<file path="config.mk">
export PLATFORM = sky130hd
export DESIGN_NAME = coin_key_filter
export DESIGN_NICKNAME = d
export VERILOG_FILES = /design/src/rtl/coin_key_filter.sv
export SDC_FILE = /design/constraint.sdc
export NUM_CORES = 1
export LEC_CHECK = 0
export BUFFER_PORTS_ARGS = -buffer_cell sky130_fd_sc_hd__buf_2
export CAP_MARGIN = 10
export CORE_UTILIZATION = 29
export DETAILED_ROUTE_END_ITERATION = 12
export PLACE_DENSITY = 0.4
export SYNTH_ARGS = -nofsm -noshare
export SYNTH_HDL_FRONTEND = slang
export SYNTH_SLANG_ARGS = --single-unit
</file>
<file path="constraint.sdc">
create_clock -name sys_clk -period 2.5 [get_ports sys_clk]
set_input_delay 0.125 -clock sys_clk [delete_from_list [all_inputs] [get_ports sys_clk]]
set_output_delay 0.125 -clock sys_clk [all_outputs]
set_load 0.02 [all_outputs]
</file>
<file path="src/rtl/coin_key_filter.sv">
// rtl/coin_key_filter.sv - synchronise, debounce and arbitrate the two active-low coin keys.
// Optional macro COIN_DEFER_EN: defer a colliding half-coin hit by one cycle instead of dropping it.
module coin_key_filter #(
  parameter logic [19:0] CNT_MAX = 20'd999_999
) (
  input  logic sys_clk,
  input  logic sys_rst_n,
  input  logic key_one,
  input  logic key_half,
  output logic po_coin_one,
  output logic po_coin_half
);

  localparam int unsigned CH_ONE  = 0;
  localparam int unsigned CH_HALF = 1;

  logic [1:0]  key_raw;
  logic [1:0]  meta_q, meta_d;
  logic [1:0]  sync_q, sync_d;
  logic [19:0] cnt_q [2];
  logic [19:0] cnt_d [2];
  logic [1:0]  hit;
  logic        coin_one_q, coin_one_d;
  logic        coin_half_q, coin_half_d;
`ifdef COIN_DEFER_EN
  logic        pend_q, pend_d;
`endif

  assign key_raw = {key_half, key_one};

  // Per-channel debounce; a hit also needs the younger synchroniser stage low,
  // so the key must still be pressed on the sample that completes the hold.
  always_comb begin
    meta_d = key_raw;
    sync_d = meta_q;
    for (int i = 0; i < 2; i++) begin
      cnt_d[i] = cnt_q[i];
      if (sync_q[i]) begin
        cnt_d[i] = '0;
      end else if (cnt_q[i] < CNT_MAX) begin
        cnt_d[i] = cnt_q[i] + 20'd1;
      end
      hit[i] = !sync_q[i] && !meta_q[i] && (cnt_q[i] == CNT_MAX - 20'd1);
    end
  end

  // Arbitration: the one-yuan hit always wins a collision.
  always_comb begin
    coin_one_d  = hit[CH_ONE];
    coin_half_d = 1'b0;
`ifdef COIN_DEFER_EN
    pend_d = pend_q;
    if (hit[CH_ONE]) begin
      pend_d = pend_q | hit[CH_HALF];
    end else if (hit[CH_HALF] || pend_q) begin
      coin_half_d = 1'b1;
      pend_d      = 1'b0;
    end
`else
    coin_half_d = hit[CH_HALF] & ~hit[CH_ONE];
`endif
  end

  always_ff @(posedge sys_clk or negedge sys_rst_n) begin
    if (!sys_rst_n) begin
      meta_q      <= 2'b11;
      sync_q      <= 2'b11;
      cnt_q[0]    <= '0;
      cnt_q[1]    <= '0;
      coin_one_q  <= 1'b0;
      coin_half_q <= 1'b0;
`ifdef COIN_DEFER_EN
      pend_q      <= 1'b0;
`endif
    end else begin
      meta_q      <= meta_d;
      sync_q      <= sync_d;
      cnt_q[0]    <= cnt_d[0];
      cnt_q[1]    <= cnt_d[1];
      coin_one_q  <= coin_one_d;
      coin_half_q <= coin_half_d;
`ifdef COIN_DEFER_EN
      pend_q      <= pend_d;
`endif
    end
  end

  assign po_coin_one  = coin_one_q;
  assign po_coin_half = coin_half_q;

endmodule

</file>
==> Word level (Yosys, flattened, before mapping) <==
Cells that the tools add are included.
{ "totals": {"input_bits": 4, "wordCells": 28, "out_inout_bits": 2, "reg_bits": 46} }
{ "op_classes": {"mux": 4, "reduce_logical": 10, "n_eq_ne": 2, "magnitude_cmp": 2, "bitwise_logic": 2, "add_sub_neg": 2} }
{ "op_table": {"columns": ["op", "count"], "rows": [
  ["20-bit two-way mux", 4],
  ["20-bit by 1-bit adder with 20-bit output (second input constant)", 2],
  ["20-bit equality test (second input constant)", 2],
  ["20-bit < comparator (second input constant)", 2],
  ["1-bit logical AND", 4],
  ["1-bit logical NOT", 4],
  ["2-bit nonzero test", 2],
  ["1-bit AND", 1],
  ["1-bit inverter", 1]
]} }

==> Depth between registers and ports, before layout <==
Gate-level depths: netlist of the first run.
{ "depth": {"ltp_word": 5, "mapped_depth": 8, "ltp_nobuf": 6} }

==> Least setup slack after synthesis of the first run <==
OpenSTA, ideal clock, no wires.
{ "synth_path": {"path_kind": "register -> register", "start": "reg cnt_q[12] in the netlist's numbering", "end": "reg cnt_q[7] in the netlist's numbering", "path_buffers": 1, "setup_slack_ns": 0.315, "setup_ns": 0.125, "t_required_ns": 2.375, "synth_period_minus_slack_ns": 2.185, "path_stages_with_launch": 6, "arrival_time_ns": 2.060, "cell_sequence": "dfrtp_1 -> or4_1 -> o311a_1 -> buf_6 -> nor4b_1 -> mux2_2"} }
{ "synth_via": {"elab_chain_len": 2} }
{ "synth_lines": {"columns": ["item", "line_no", "text"], "rows": [
  ["start: declaration", "20", "logic [19:0] cnt_q [2];"],
  ["20-bit < comparator", "40", "end else if (cnt_q[i] < CNT_MAX) begin"],
  ["2-bit nonzero test (no source line)", null, null]
]} }
No other way between the ends.
A chain may end at the register's enable or synchronous reset.

==> Worst setup path after layout of the first run <==
Ends and elaborated chain as after synthesis.

==> results by group, run 1 <==
Run status
  • Status: finished with violations
  • Violated checks: negative hold slack

Floorplan
  • Row cnt: 33
  • Horiz. Die Dim: 95.2 um
  • Core area: ~0.0083 mm2
  • Starting Density: 30.3%
  • Die Span Y: ~95 um
  • Die ar.: a little over 0.009 mm2
  • IO Count: 6

Clocking
  • Clock Sink Count: 46
  • Number of buffers created by CTS: 5
  • Clk Latency, worst-skew pair: around 0.30 ns
  • CTS clk-pin slew, worst paths: 0.09 ns
  • CTS tree: yes
  • CTS H-tree lvls: 2
  • Clk buf depth: 2
  • Clk Tree Root Cell: clkbuf_8

Detailed routing
  • DR WL met3: around 150 um
  • Drt first pass iters: 4
  • Routed vias: around 2,000
  • Number of remaining DRC errors: 0
  • Routed WL: 5840 um
  • Post-route ant nets: 0
  • Initial detailed-routing violation count: 106
  • DR vias/cell: roughly 5.2
  • Met2 Wirelength: 2280 um
  • M1 WL: between 3000 and 4000 um
  • Top sig layer: met4
  • Wire per inst: about 15 um

GRT
  • GRT Overall Usage: roughly 15%
  • Gr ovfl total: 0
  • Initial antenna violation count: 0
  • Largest net degree at the start of global routing: 45
  • Number of global-route vias before repair: between 1,500 and 2,000
  • First-pass GRT wire length: ~10,000 um

Final layout
  • Post-layout net count: approximately 290
  • Syn-to-layout area delta: 12.3%
  • Share of layout cells above drive strength 1: approximately an eighth
  • Utilization after layout: between 30% and 40%
  • Antenna fix cells: 0
  • Post-Layout Cell Count: approximately 380

Power
  • PwrDens: 491 mW/mm2
  • Tot Pwr: 1.39 mW
  • LEAKAGE: ~1.2 nW
  • Peak supply drop: ~190 uV

Logic synthesis
  • Cells after Synth: around 260
  • Largest cells by area after synthesis: dfrtp_1 42%, xor2_1 4.5%, nor2_1 4.5%, dfstp_2 4.2%, nand4_1 4.0%
  • EDFF count, synth: 0
  • Post-Syn Nets: 271
  • Post-synthesis sequential area ratio: ~46%
  • List of most frequent post-synthesis cells: 42 x dfrtp_1, 30 x nor2_1, 18 x nand3_1, 16 x nand4_1, 13 x xor2_1
  • Unique masters post-synth: 47
  • Ys flop type: dfrtp_1
  • Share of the synthesized area in the top cell type: between 40% and 50%
  • Post-synthesis cell area: 0.00252 mm2
  • Post-synth ARST share: 100%
  • Yosys top cell by area: dfrtp_1
  • Synthesized flop and latch total: 46
  • Avg Inst Size Synth: 9.58 um2
  • Yosys warns: 0
  • Most frequent cell after synthesis: dfrtp_1

Worst setup path
  • Worst-path maximum fanout: 8
  • Worst Path Required: between 2 and 3 ns
  • Critical path arrival: between 2 and 3 ns
  • Crit. End Element: flip-flop
  • Startpoint types: flip-flop
  • Worst setup path class: reg -> reg

Placed design
  • Inst Count DP: between 300 and 400
  • PortBufs: 5
  • Dpl hpwl: between 3000 and 4000 um
  • GP Congestion: 0.749

STA
  • Max-slew headroom: between 30% and 40%
  • Clock Skews: 0.00526 ns
  • Fin crit period: approximately 2.4 ns
  • Fin crit share: a little over nine tenths
  • TNS Setup: 0 ns
  • Hold Vio Cnt, Final: 7
  • Slew Limit Fails: 0
  • Worst slew pin tran: slightly above 1 ns
  • RSZ-0062 raised after global routing: no
  • Fin Hold WS: -0.0244 ns
  • Fmax achieved: between 400 and 500 MHz
  • # setup viols final: 0

Run
  • Max-cap violations: 0

Worst hold path
  • Worst hold path class: in -> async
==> power by group <==
part | internal [mW] | switching [mW]
Combinational | 0.0193 | 0.0299
Sequential | 0.757 | 0.0203
Clock | 0.300 | 0.262
Total | 1.08 | 0.312
==> critical path: stages, from the launching register on <==
cell and delay, ns:
dfrtp_1 0.44, or4_1 0.56, o311a_1 0.49, nor4b_1 0.42, mux2_2 0.38
==> per-layer routing <==
metal | global-route usage (%) | vias up
met1 | 23.4 | 966
met3 | 2.39 | 7
met5 | 0 | -
met2 | 19.9 | 32
li1 | - | 987
met4 | 4.17 | 0
==> cell usage in the layout, fill, tap and decap left out, types with 2 or more instances in the layout <==
master         synthesis  routed
buf_4                  0      10
nor2b_1                4       4
ha_1                   4       4
dfrtp_1               42      42
nor4b_1                4       4
xnor2_1                7       7
nor3_1                 6       6
and3_1                 8       8
mux2_1                 2       2
o31a_1                 2       2
dfstp_2                4       4
or3_1                  8       8
dlygate4sd3_1          0       2
clkbuf_1               7       2
nand2_1                9       9
o31ai_1                2       2
clkbuf_8               0       5
nand4_1               16      16
or2_2                  3       3
a31oi_1                2       2
inv_1                  9       9
buf_2                  2       5
nor4_1                 5       5
nor2_1                30      30
xor2_1                13      13
a21oi_1               12      12
o21ai_0                9       9
nand3_1               18      18
mux2_2                 2       2
nand4b_1               3       3
a211oi_1               3       3
and4_1                 5       5
o21a_1                 2       2
or4_1                  4       4
==> what timing repair did <==
| action | CTS | global route |
|---|---|---|
| hold endpoints to repair | 2 | 0 |
| setup buffers | 0 | 0 |
| gates resized for setup | 0 | 0 |
| hold buffers | 2 | 0 |
==> cell type report <==
type,instances,area [um2]
clock buffer,7,76.3
clock inverter,1,30.0
fill,842,5470
inverter,9,33.8
multi-input combinational,198,1280
sequential,46,1160
tap,105,131
timing repair buffer,17,120
==> state kept, by name, indices dropped and copies added, names as in the netlist <==
name          flops
sync_q            2
po_coin_one       1
po_coin_half      1
meta_q            2
cnt_q            40
==> metrics by stage <==
stage / area (um2) / setup slack (ns)
floorplan: 2520 / 0.315
global placement: 2700 / 0.231
detailed placement: 2700 / 0.200
CTS: 2830 / 0.0952
global route: 2830 / 0.0158
finish: 2830 / 0.0973
==> worst paths after layout <==
kind                                         to  cells after the start                   from  slack [ns]
min in group sys_clk        sync_q[1]$_DFF_PN1_                      0    meta_q[1]$_DFF_PN1_        0.37
setup reg to reg           cnt_q[7]$_DFFE_PN0P_                      4  cnt_q[12]$_DFFE_PN0P_         0.1
setup / recovery           cnt_q[7]$_DFFE_PN0P_                      4  cnt_q[12]$_DFFE_PN0P_         0.1
max in group asynchronous   meta_q[0]$_DFF_PN1_                      2              sys_rst_n        1.78
hold / removal             cnt_q[9]$_DFFE_PN0P_                      1              sys_rst_n       -0.02
hold reg to reg             sync_q[1]$_DFF_PN1_                      0    meta_q[1]$_DFF_PN1_        0.37
==> cells by family (layout without fill, tap and decap cells) <==
family | Yosys count | after routing | share of synthesized area [%]
flip-flops | 46 | 46 | 45.9
AO/OA/AOI/OAI | 41 | 41 | 10.8
multiplexers | 4 | 4 | 1.79
AND/OR/NAND/NOR | 129 | 129 | 29.3
buffers and inverters | 19 | 34 | 3.23
adder cells (fa/ha/maj) | 4 | 4 | 1.99
XOR/XNOR | 20 | 20 | 6.95
Power figures use the tool's default switching activity.
==> inputs of run 2 (changes only) <==
--- a/config.mk
+++ b/config.mk
@@ -9,6 +9,7 @@
 export CAP_MARGIN = 10
 export CORE_UTILIZATION = 29
 export DETAILED_ROUTE_END_ITERATION = 12
+export MAX_ROUTING_LAYER = met4
 export PLACE_DENSITY = 0.4
 export SYNTH_ARGS = -nofsm -noshare
 export SYNTH_HDL_FRONTEND = slang
==> run 2 against run 1 <==
Effect of this change: the run still ends with negative hold slack left; maximum frequency shrank 0.15%; sequential share of layout area did not move; design area is the same; wire length up 0.12%; die area unchanged; clock power hardly changed; clock skew is essentially flat; register-to-register slack about the same; via count is 0.40% lower; cell count unchanged; hold slack worse by 0.00092 ns; first-iteration DRC count is 16% higher.
==> results by group, run 2 (synthesis results as in run 1) <==
Clocking
  • Clock Sink Count: 46 (unchanged)
  • Post-CTS Setup Bufs: 0 (unchanged)
  • Hold buffer count at cts: 2 (unchanged)
  • Cts repair resizes: 0 (unchanged)
  • Clk buf depth: 2 (unchanged)
  • Clk Latency, worst-skew pair: 0.30 ns (about the same)
  • CTS tree: yes
  • CTS clk-pin slew, worst paths: 0.09 ns (about the same)
  • Number of buffers created by CTS: 5 (unchanged)
  • Clk Tree Root Cell: clkbuf_8
  • CTS H-tree lvls: 2 (unchanged)

Worst hold path
  • Worst hold path class: in -> async

Power
  • Peak supply drop: 192 uV (about the same)
  • LEAKAGE: 1.18 nW (unchanged)
  • PwrDens: 491 mW/mm2 (about the same)

Worst setup path
  • FF-to-FF setup slack: 0.09 ns (about the same)
  • Worst Path Required: 2.69 ns (about the same)
  • RR Startpoint: cnt_q[12]$_DFFE_PN0P_
  • Worst setup path class: reg -> reg
  • Crit. End Element: flip-flop
  • Reg-to-reg endpoint: cnt_q[7]$_DFFE_PN0P_
  • Worst R2R Path Depth: 4 (unchanged)
  • Critical path arrival: 2.60 ns (about the same)
  • Worst-path maximum fanout: 8 (unchanged)
  • Startpoint types: flip-flop

Final layout
  • Largest register FFs: 40 (unchanged)
  • Post-layout net count: 285 (unchanged)
  • Most flop-heavy register: cnt_q
  • Syn-to-layout area delta: 12.3% (unchanged)
  • Biggest registers after layout: cnt_q x40, meta_q x2, sync_q x2
  • Share of layout cells above drive strength 1: 13.3% (unchanged)
  • Antenna fix cells: 0 (unchanged)
  • Commonest non-fill, non-tap cell in the layout: dfrtp_1
  • Most frequent cells in the layout: 42 x dfrtp_1, 30 x nor2_1, 18 x nand3_1

STA
  • Fmax achieved: 416 MHz (-0.15%)
  • Slew Limit Fails: 0 (unchanged)
  • Fin crit share: 96.2% (+0.14 points)
  • Worst slew pin tran: 1.03 ns (-0.00270 ns)
  • Fin crit period: 2.41 ns (+0.00349 ns)
  • Final worst setup slack: 0.0938 ns (-0.00349 ns)
  • RSZ-0062 raised after global routing: no
  • Max-slew headroom: 31.5% (+0.18 points)
  • TNS Setup: 0 ns (unchanged)
  • Clock Skews: 0.00527 ns (+0.00000835 ns)
  • # setup viols final: 0 (unchanged)
  • Hold Vio Cnt, Final: 7 (unchanged)
  • Fin Hold WS: -0.0253 ns (-0.000916 ns)

Placed design
  • Dpl hpwl: 3910 um (unchanged)
  • PortBufs: 5 (unchanged)
  • Setup slack at placement: 0.200 ns (unchanged)
  • GP Congestion: 0.758 (+1.3%)

Detailed routing
  • Routed vias: 1,984 (-0.40%)
  • Wire per inst: 15.3 um (+0.12%)
  • Met2 Wirelength: 2290 um (+0.13%)
  • Number of remaining DRC errors: 0 (unchanged)
  • Top sig layer: met4
  • DR WL met3: 101 um (-32%)
  • Drt first pass iters: 4 (unchanged)
  • Post-route ant nets: 0 (unchanged)
  • DR vias/cell: 5.18 (-0.40%)
  • Routed WL: 5850 um (+0.12%)
  • M1 WL: 3390 um (+1.7%)
  • Initial detailed-routing violation count: 123 (+16%)

Floorplan
  • Die Span Y: 95.2 um (unchanged)
  • Row cnt: 33 (unchanged)
  • Die ar.: 0.00906 mm2 (unchanged)
  • Starting Density: 30.3% (unchanged)
  • Horiz. Die Dim: 95.2 um (unchanged)
  • Core area: 0.00830 mm2 (unchanged)
  • IO Count: 6 (unchanged)

GRT
  • Largest net degree at the start of global routing: 45 (unchanged)
  • Initial antenna violation count: 0 (unchanged)
  • First-pass GRT wire length: 10,200 um (unchanged)
  • Gr ovfl total: 0 (unchanged)
  • GRT Overall Usage: 15.1% (+0.41 points)
  • Number of global-route vias before repair: 1,906 (+0.11%)

Run status
  • Status: finished with violations
  • Violated checks: negative hold slack

Run
  • Max-cap violations: 0 (unchanged)
==> run 2: worst max-delay path by stage <==
stage                     startpoint              endpoint  slack, ns  depth (start not counted)
6_report       cnt_q[12]$_DFFE_PN0P_  cnt_q[7]$_DFFE_PN0P_       0.09                          4
5_1_grt        cnt_q[12]$_DFFE_PN0P_  cnt_q[7]$_DFFE_PN0P_       0.02                          4
3_3_place_gp   cnt_q[12]$_DFFE_PN0P_  cnt_q[7]$_DFFE_PN0P_       0.23                          4
3_5_place_dp   cnt_q[12]$_DFFE_PN0P_  cnt_q[7]$_DFFE_PN0P_       0.20                          4
4_1_cts        cnt_q[12]$_DFFE_PN0P_  cnt_q[7]$_DFFE_PN0P_        0.1                          4
2_1_floorplan  cnt_q[12]$_DFFE_PN0P_  cnt_q[7]$_DFFE_PN0P_       0.31                          5
==> run 2: final cells by class <==
cell class | count | area, um2
Clock buffer | 7 | 76.3
Clock inverter | 1 | 30.0
Fill cell | 842 | 5470
Inverter | 9 | 33.8
Multi-Input combinational cell | 198 | 1280
Sequential cell | 46 | 1160
Tap cell | 105 | 131
Timing Repair Buffer | 17 | 120
==> run 2: report_power, final <==
group | total (mW) | internal (mW) | switching (mW)
Combinational | 0.0491 | 0.0193 | 0.0298
Clock | 0.562 | 0.300 | 0.262
Sequential | 0.777 | 0.757 | 0.0202
Total | 1.39 | 1.08 | 0.312
==> run 2: worst max-delay path, stage by stage, from the launching register on <==
cell and delay, ns:
dfrtp_1 0.44, or4_1 0.56, o311a_1 0.49, nor4b_1 0.42, mux2_2 0.38
==> run 2: layer usage <==
| metal | up-vias | track usage, % |
|---|---|---|
| li1 | 987 | - |
| met1 | 968 | 23.4 |
| met2 | 19 | 19.8 |
| met3 | 10 | 2.39 |
| met4 | 0 | 4.17 |
| met5 | - | - |
==> run 2: through the flow <==
stage	hold slack, ns	instances	utilization, %	total power, mW	area (um2)
3_3_place_gp	0.232	373	32.6	0.841	2700
4_1_cts	0.0348	383	34.1	1.41	2830
6_report	-0.0253	383	34.1	1.39	2830
3_5_place_dp	0.231	373	32.6	0.841	2700
2_1_floorplan	-0.171	263	-	0.810	2520
5_1_grt	0.0812	383	34.1	1.46	2830
==> inputs of run 3 (changes only) <==
--- a/config.mk
+++ b/config.mk
@@ -7,10 +7,13 @@
 export LEC_CHECK = 0
 export BUFFER_PORTS_ARGS = -buffer_cell sky130_fd_sc_hd__buf_2
 export CAP_MARGIN = 10
+export CELL_PAD_IN_SITES_DETAIL_PLACEMENT = 2
+export CELL_PAD_IN_SITES_GLOBAL_PLACEMENT = 2
 export CORE_UTILIZATION = 29
 export DETAILED_ROUTE_END_ITERATION = 12
 export MAX_ROUTING_LAYER = met4
-export PLACE_DENSITY = 0.4
+export PLACE_DENSITY = 0.57
+export SETUP_SLACK_MARGIN = 0.05
 export SYNTH_ARGS = -nofsm -noshare
 export SYNTH_HDL_FRONTEND = slang
 export SYNTH_SLANG_ARGS = --single-unit
==> run 3 against run 2 <==
Effect of this change: critical path type unchanged; the flow now finishes without violations; largest cell class unchanged; maximum frequency is 3.1% higher; design area is 0.62% higher; combinational power is 4% higher.
==> results by group, run 3 (synthesis results as in run 1) <==
Run status
  • Status: complete, no violations

STA
  • RSZ-0062 raised after global routing: no
  • Fmax achieved: 429 MHz (+3.1%)
  • Hold Vio Cnt, Final: 0 (-7)
  • # setup viols final: 0 (unchanged)
  • Fin crit share: 93.3% (-2.9 points)
  • Clock Skews: 0.00622 ns (+0.000954 ns)
  • Worst slew pin tran: 0.539 ns (-0.488 ns)
  • Fin crit period: 2.33 ns (-0.0727 ns)
  • Slew Limit Fails: 0 (unchanged)
  • Max-slew headroom: 63.9% (+32 points)
  • TNS Setup: 0 ns (unchanged)

Clocking
  • CTS tree: yes
  • Hold buffer count at cts: 3 (+1)
  • Clk Latency, worst-skew pair: 0.30 ns (about the same)
  • Post-CTS Setup Bufs: 0 (unchanged)
  • Clk Tree Root Cell: clkbuf_8
  • Cts repair resizes: 0 (unchanged)
  • CTS H-tree lvls: 2 (unchanged)
  • Clock Sink Count: 46 (unchanged)
  • Clk buf depth: 2 (unchanged)
  • Number of buffers created by CTS: 5 (unchanged)
  • CTS clk-pin slew, worst paths: 0.09 ns (about the same)

Final layout
  • Share of layout cells above drive strength 1: 14.5% (+1.2 points)
  • Most frequent cells in the layout: 42 x dfrtp_1, 30 x nor2_1, 18 x nand3_1
  • Commonest non-fill, non-tap cell in the layout: dfrtp_1
  • Fin area: 0.00285 mm2 (+0.62%)
  • Syn-to-layout area delta: 13.0%
  • Largest register FFs: 40 (unchanged)
  • Antenna fix cells: 0 (unchanged)
  • Biggest registers after layout: cnt_q x40, meta_q x2, sync_q x2
  • Post-layout net count: 289 (+1.4%)
  • Most flop-heavy register: cnt_q

Detailed routing
  • Post-route ant nets: 0 (unchanged)
  • Initial detailed-routing violation count: 77 (-37%)
  • Routed vias: 2,092 (+5.4%)
  • Drt first pass iters: 4 (unchanged)
  • Routed WL: 6880 um (+18%)
  • Wire per inst: 17.8 um (+16%)
  • Number of remaining DRC errors: 0 (unchanged)
  • DR vias/cell: 5.41 (+4.4%)

Power
  • LEAKAGE: 1.19 nW (+1.2%)
  • PwrDens: 461 mW/mm2 (-6.1%)
  • Peak supply drop: 192 uV (+0.27%)

Floorplan
  • Starting Density: 30.3% (unchanged)
  • Core area: 0.00830 mm2 (unchanged)
  • Die Span Y: 95.2 um (unchanged)
  • Row cnt: 33 (unchanged)
  • IO Count: 6 (unchanged)
  • Horiz. Die Dim: 95.2 um (unchanged)
  • Die ar.: 0.00906 mm2 (unchanged)

Worst setup path
  • Worst-path maximum fanout: 8 (unchanged)
  • Startpoint types: flip-flop
  • Worst Path Required: 2.69 ns (about the same)
  • Critical path, cell by cell: or4_1 > o311a_1 > nor4b_1 > mux2_2
  • Crit. End Element: flip-flop
  • Critical path arrival: 2.52 ns (-0.08 ns)
  • Largest incremental delay on the critical path: 0.55 ns (about the same)
  • Worst setup path class: reg -> reg
  • Crit path max-delay family: simple AND/OR/NAND/NOR gates
  • Worst R2R Path Depth: 4 (unchanged)
  • Slowest CP cell: or4_1
  • CP bufs+invs: 0 (unchanged)
  • Critical Path Stages: 4 (unchanged)
  • Critical Path Start: cnt_q[15]$_DFFE_PN0P_
  • RR Startpoint: cnt_q[15]$_DFFE_PN0P_

GRT
  • First-pass GRT wire length: 11,500 um (+13%)
  • Number of global-route vias before repair: 2,174 (+14%)
  • M3 GR Usage: 1.91% (-0.48 points)
  • GRT Overall Usage: 17.1% (+2.0 points)
  • Global Route met1 Usage: 25.7% (+2.3 points)
  • Largest net degree at the start of global routing: 30 (-33%)
  • Gr ovfl total: 0 (unchanged)
  • Global Route met2 Usage: 24.2% (+4.3 points)
  • Initial antenna violation count: 0 (unchanged)
  • GRT busiest layer: met1

Placed design
  • Area after DPL: 0.00273 mm2 (+0.83%)
  • Dpl hpwl: 4950 um (+26%)
  • GP Congestion: 0.750 (-1.1%)
  • PortBufs: 5 (unchanged)

Worst hold path
  • Worst hold path class: in -> async

Run
  • Max-cap violations: 0 (unchanged)
[run 3: cell count changes in the layout (fill, tap and decap cells not counted), sizes merged]
cell | before | now
bufinv | 1 | 0
dlygate4sd3 | 2 | 3
buf | 15 | 18
clkinv | 0 | 1
[run 3: path summary, 6_finish.rpt]
path	endpoint	slack, ns
max	cnt_q[7]$_DFFE_PN0P_	0.17
max reg2reg	cnt_q[7]$_DFFE_PN0P_	0.17
min reg2reg	sync_q[0]$_DFF_PN1_	0.37
max in group asynchronous	meta_q[0]$_DFF_PN1_	1.41
min	cnt_q[13]$_DFFE_PN0P_	0.29
min in group sys_clk	sync_q[0]$_DFF_PN1_	0.37
[run 3: final cells by class]
| cell class | count | area (um2) |
|---|---|---|
| sequential | 46 | 1160 |
| fill | 944 | 5450 |
| timing repair buffer | 21 | 153 |
| clock inverter | 1 | 5.00 |
| multi-input combinational | 198 | 1280 |
| clock buffer | 7 | 86.3 |
| tap | 105 | 131 |
| inverter | 9 | 33.8 |
[run 3: report_power, final]
group	leakage, nW	internal (mW)	switching [mW]	total, mW
Combinational	0.520	0.0196	0.0313	0.0509
Clock	0.0482	0.224	0.257	0.481
Sequential	0.624	0.757	0.0228	0.780
Total	1.19	1.00	0.311	1.31
[run 3: metrics by stage]
step                hold slack, ns  util, %  setup slack, ns  cells  power, mW
detailed placement           0.101     32.8            0.227    376      0.844
global route                 0.339     34.3           0.0769    387       1.37
global placement             0.102     32.8            0.229    376      0.841
CTS                          0.314     34.3            0.191    387       1.34
floorplan                   -0.171        -            0.315    263      0.810
finish                       0.295     34.3            0.166    387       1.31
[run 3: per-layer routing]
metal,wire length [um],part of all wire (%)
met1,3750,55
met3,109,1.6
met5,0,0
met2,2960,43
met4,51,0.74
